<file path="config.mk">
export PLATFORM = sky130hd
export DESIGN_NAME = mem_arbiter
export DESIGN_NICKNAME = d
export VERILOG_FILES = /design/src/rtl/mem_arbiter.sv
export SDC_FILE = /design/constraint.sdc
export NUM_CORES = 1
export LEC_CHECK = 0
export ABC_CLOCK_PERIOD_IN_PS = 6160
export BUFFER_PORTS_ARGS = -buffer_cell sky130_fd_sc_hd__buf_2
export CAP_MARGIN = 5
export CORE_MARGIN = 1
export CORE_UTILIZATION = 51
export CTS_BUF_LIST = sky130_fd_sc_hd__clkbuf_2
export DETAILED_ROUTE_END_ITERATION = 8
export HOLD_SLACK_MARGIN = 0.02
export PLACE_DENSITY = 0.87
export SLEW_MARGIN = 10
export SYNTH_ARGS = -nofsm -noshare
export SYNTH_HDL_FRONTEND = slang
export SYNTH_SLANG_ARGS = --single-unit
</file>
<file path="constraint.sdc">
create_clock -name clk -period 6.16 [get_ports clk]
set_clock_uncertainty 0.05 [all_clocks]
set_input_delay 0.616 -clock clk [delete_from_list [all_inputs] [get_ports clk]]
set_output_delay 0.616 -clock clk [all_outputs]
set_load 0.03 [all_outputs]
</file>
<file path="src/rtl/mem_arbiter.sv">
// Two-port (fetch/data) arbiter for one shared 32-bit little-endian memory.
// Each access is held on the memory pins for WAIT_CYC cycles and then acknowledged for one cycle.
module mem_arbiter #(
  parameter int WAIT_CYC     = 1,
  parameter int MAX_D_STREAK = 4,
  parameter int MEM_BYTES    = 1024
) (
  input  logic        clk,
  input  logic        rst_n,
  input  logic        i_req,
  input  logic [31:0] i_addr,
  output logic        i_ack,
  output logic        i_err,
  output logic [31:0] i_rdata,
  input  logic        d_req,
  input  logic        d_we,
  input  logic [31:0] d_addr,
  input  logic [31:0] d_wdata,
  output logic        d_ack,
  output logic        d_err,
  output logic [31:0] d_rdata,
  output logic        mem_read,
  output logic        mem_write,
  output logic [31:0] mem_addr,
  output logic [31:0] mem_wd,
  input  logic [31:0] mem_rd,
  output logic        busy
);

  typedef enum logic [1:0] {IDLE, BUSY, ACK} state_t;

  localparam int WW = (WAIT_CYC > 1) ? $clog2(WAIT_CYC) : 1;
  localparam int SW = $clog2(MAX_D_STREAK + 1);

  state_t        state;
  logic [WW-1:0] wcnt;
  logic [SW-1:0] streak;
  logic          port_d;
  logic          we_q;

  logic          gnt_d;
  logic          sel_we;
  logic          sel_bad;
  logic [31:0]   sel_addr;

  // Data wins unless fetch has been passed over MAX_D_STREAK times in a row.
  always_comb begin
    gnt_d    = d_req && !(i_req && (streak == SW'(MAX_D_STREAK)));
    sel_addr = gnt_d ? d_addr : i_addr;
    sel_we   = gnt_d && d_we;
    sel_bad  = (sel_addr[1:0] != 2'b00) || (sel_addr > 32'(MEM_BYTES - 4));
  end

  assign busy = (state != IDLE);

  always_ff @(posedge clk or negedge rst_n) begin
    if (!rst_n) begin
      state     <= IDLE;
      wcnt      <= '0;
      streak    <= '0;
      port_d    <= 1'b0;
      we_q      <= 1'b0;
      i_ack     <= 1'b0;
      i_err     <= 1'b0;
      i_rdata   <= '0;
      d_ack     <= 1'b0;
      d_err     <= 1'b0;
      d_rdata   <= '0;
      mem_read  <= 1'b0;
      mem_write <= 1'b0;
      mem_addr  <= '0;
      mem_wd    <= '0;
    end else begin
      i_ack <= 1'b0;
      d_ack <= 1'b0;
      case (state)
        IDLE: begin
          if (i_req || d_req) begin
            port_d <= gnt_d;
            we_q   <= sel_we;
            wcnt   <= '0;
            if (gnt_d && i_req && (streak != SW'(MAX_D_STREAK))) streak <= streak + 1'b1;
            else if (!(gnt_d && i_req))                           streak <= '0;
            if (sel_bad) begin
              // Illegal address: skip the memory entirely and report the error.
              state <= ACK;
              if (gnt_d) begin
                d_ack   <= 1'b1;
                d_err   <= 1'b1;
                d_rdata <= '0;
              end else begin
                i_ack   <= 1'b1;
                i_err   <= 1'b1;
                i_rdata <= '0;
              end
            end else begin
              state     <= BUSY;
              mem_addr  <= sel_addr;
              mem_read  <= !sel_we;
              mem_write <= sel_we && (WAIT_CYC == 1);
              mem_wd    <= sel_we ? d_wdata : '0;
            end
          end
        end
        BUSY: begin
          if (wcnt == WW'(WAIT_CYC - 1)) begin
            state     <= ACK;
            mem_read  <= 1'b0;
            mem_write <= 1'b0;
            mem_addr  <= '0;
            mem_wd    <= '0;
            if (port_d) begin
              d_ack <= 1'b1;
              d_err <= 1'b0;
              if (!we_q) d_rdata <= mem_rd;
            end else begin
              i_ack   <= 1'b1;
              i_err   <= 1'b0;
              i_rdata <= mem_rd;
            end
          end else begin
            wcnt      <= wcnt + 1'b1;
            // Write strobe only in the last held cycle so the memory sees one write edge.
            mem_write <= we_q && (wcnt == WW'(WAIT_CYC - 2));
          end
        end
        ACK: begin
          state <= IDLE;
          i_err <= 1'b0;
          d_err <= 1'b0;
        end
        default: state <= IDLE;
      endcase
    end
  end

endmodule

</file>
==> summary.txt <==
Outcome
  • Status: complete, no violations

GRT
  • M1 GR Usage: 34.2%
  • First-pass GRT wire length: 23,900 microns
  • Total track usage: 27.5%
  • Pin count of the biggest net entering global routing: 77
  • Vias in the first global route: 4,808
  • Initial antenna violation count: 0
  • GRT Max-Usage Layer: met2
  • GR Layer Usage met2: 45.4%
  • Grt total ovfl: 0
  • M3 GR Usage: 7.05%

Min path
  • HP Start: d_wdata[27]
  • HP Class: input port to register

Clocking
  • Post-CTS setup buffers: 0
  • Maximum clock insertion buffer count: 2
  • Clock latency on the worst-skew pair: 0.66 ns
  • Post_cts resized: 0
  • CTS tree: yes
  • Clock Pin Slew Worst Setup and Hold Paths: 0.18 ns
  • Total number of H-tree levels: 4
  • CTS Buf Count: 17
  • Total clock sinks: 141
  • Root Driver: clkbuf_2

Layout
  • Share of cells above drive strength 1: 44.3%
  • Area growth syn-to-layout: 33.0%
  • Filler cells: 737
  • NumNets Final: 821
  • Diodes inserted: 0

Synthesis
  • Register area share after synthesis: 63.7%
  • Synthesized flop and latch total: 141
  • Share of synthesized registers carrying an async set or reset: 100%
  • EDFF count, synth: 0
  • Syn Nets: 554
  • Yosys warns: 0
  • Prevailing post-synth register cell: dfrtp_1
  • Synthesized area: 5540 sq um
  • Distinct cells, synth: 39
  • Avg Synthesized Cell Area: 13.3 sq um
  • Mapped Cells: 417

Setup path
  • Max FO, Critical Path: 32
  • Slowest cell delay on critical path: 0.69 ns
  • CP Capture Type: register
  • Arr. time, crit path: 3.63 ns
  • Delay-heaviest family, CP: compound AO/OA/AOI/OAI gates
  • R2R Setup Slk: 3.01 ns
  • CP Launch Type: register
  • Most common cell on crit path: inv_1
  • Reg2Reg Launch Point: state[0]
  • Worst path slowest cell: ha_1
  • Worst path bufs/invs: 2
  • Critical Path RT: 6.65 ns
  • Worst Path Class, Setup: register to register
  • Crit path cell chain: inv_1 > ha_1 > inv_1 > nor2_2 > o211ai_1 > a22o_1 > a32o_1
  • Launch point of the worst path: state[0]

STA
  • Unrepaired setup endpoints after global routing: false
  • Slew of the pin with the lowest slew margin: 1.18 ns
  • Fin. Hold Viols: 0
  • Tcrit/Tclk final: 51.1%
  • Final WS setup: 3.01 ns
  • Max Slew Vio Count: 0
  • Setup TNS Final: 0 ns
  • Headroom to the max-slew limit: 21.3%
  • Fmax: 0.318 GHz
  • Fin crit period: 3.15 ns
  • Setup Viol. Count Final: 0

Power and ir drop
  • Leak pwr: 4.06 nW
  • Cell area power density: 359 nW/um^2
  • Peak supply drop: 0.000208 V

Place
  • IO buf count: 267
  • GPL Wtd Cong: 0.845
  • Post-DP HPWL: 10,700 microns
  • Placement-stage worst setup slack: 3.09 ns

Floorplan
  • I/O Pins: 268
  • DIE AREA: 11,300 sq um
  • Initial Util: 53.2%
  • Die Height: 106 microns
  • Die X: 106 microns
  • Core area: 10,400 sq um
  • Cell row count: 37

Detailed routing
  • Wire length per cell: 18.4 microns
  • Final WL: 15,300 microns
  • Vias: 4,919
  • Residual DRC count: 0
  • Initial DRT Pass Iterations: 5
  • Post-DR vias/cell: 5.91
  • Routed Antenna Nets: 0
  • 1st-iter DRT viols: 342

Flow run
  • Max cap viols: 0
-- cell usage after synthesis, types with 2 or more instances --
master    count  area, sq um
and2_1       24          150
ha_1          4         50.1
o221ai_1      9         78.8
a21oi_1       5         25.0
nand4_1       3         18.8
a22o_1       33          289
mux2i_1       9         90.1
clkbuf_1     18         67.6
nor4_1       12         75.1
o21ai_0       8         40.0
o31ai_1       9         67.6
dfrtp_1     141         3530
o211ai_1      3         22.5
clkbuf_2      2         10.0
nand2_1      20         75.1
buf_6         2         22.5
a31oi_1       2         12.5
nand3_1       2         10.0
inv_1         9         33.8
nor2_1        7         26.3
buf_2        14         70.1
a32o_1       64          641
-- layer usage --
metal  vias up  wire length [microns]
li1       2169                      -
met1      2456                   5970
met2       259                   7900
met3        35                   1090
met4         0                    354
met5         -                      0
-- state kept, by name, indices dropped and copies added (netlist names) --
register and count:
d_ack 1, d_err 1, d_rdata 32, i_ack 1, i_err 1, i_rdata 32, mem_addr 32, mem_read 1
mem_wd 32, mem_write 1, port_d 1, state 2, streak 3, we_q 1
-- repair_timing --
item | CTS | global route
hold buffers | 1 | 9
endpoints found under the hold margin | 75 | 9
endpoints found under the setup margin | 0 | 0
-- placed cells by master, fill, tap and decap left out, drive strengths merged, types with 10 or more instances in the layout --
master,instances
nand2,20
dfrtp,141
dlygate4sd3,10
and2,24
a22o,33
a32o,64
nor4,12
buf,274
clkbuf,18
-- layout make-up --
type,instances,area (sq um),share of cell area [%]
Inverter,9,33.8,0.459
Sequential cell,141,3530,47.9
Timing Repair Buffer,284,1520,20.6
Tap cell,136,170,2.31
Clock inverter,13,198,2.68
Clock buffer,18,90.1,1.22
Multi-Input combinational cell,231,1830,24.8
-- logic make-up after synthesis --
| group | count (synthesis) | synth area share (%) |
|---|---|---|
| AO/OA/AOI/OAI | 145 | 23.1 |
| adder cells (fa/ha/maj) | 4 | 0.904 |
| buffers and inverters | 45 | 3.68 |
| flip-flops | 141 | 63.7 |
| multiplexers | 9 | 1.63 |
| AND/OR/NAND/NOR | 73 | 7.00 |
-- final timing paths --
check / cells past startpoint / end
setup reg to reg: 7 / i_rdata[6]
min in group asynchronous: 2 / d_rdata[9]
hold / removal: 2 / mem_wd[27]
setup / recovery: 7 / i_rdata[6]
hold reg to reg: 1 / mem_addr[13]
max in group asynchronous: 3 / mem_addr[13]
-- power breakdown --
part	internal (mW)	switching, mW
combinational	0.266	0.613
clock	0.302	0.319
sequential	1.06	0.0815
-- through the flow --
step	power [mW]	hold slack [ns]	util, %	area [sq um]	instances
floorplan	1.73	0.270	-	5540	417
global placement	1.99	0.410	66.7	6950	790
detailed placement	2.03	0.415	66.7	6950	790
CTS	2.64	0.0327	69.6	7250	822
global route	2.77	0.0160	70.7	7360	832
finish	2.64	0.119	70.7	7360	832
No activity file was read; power rests on OpenSTA's default activity.
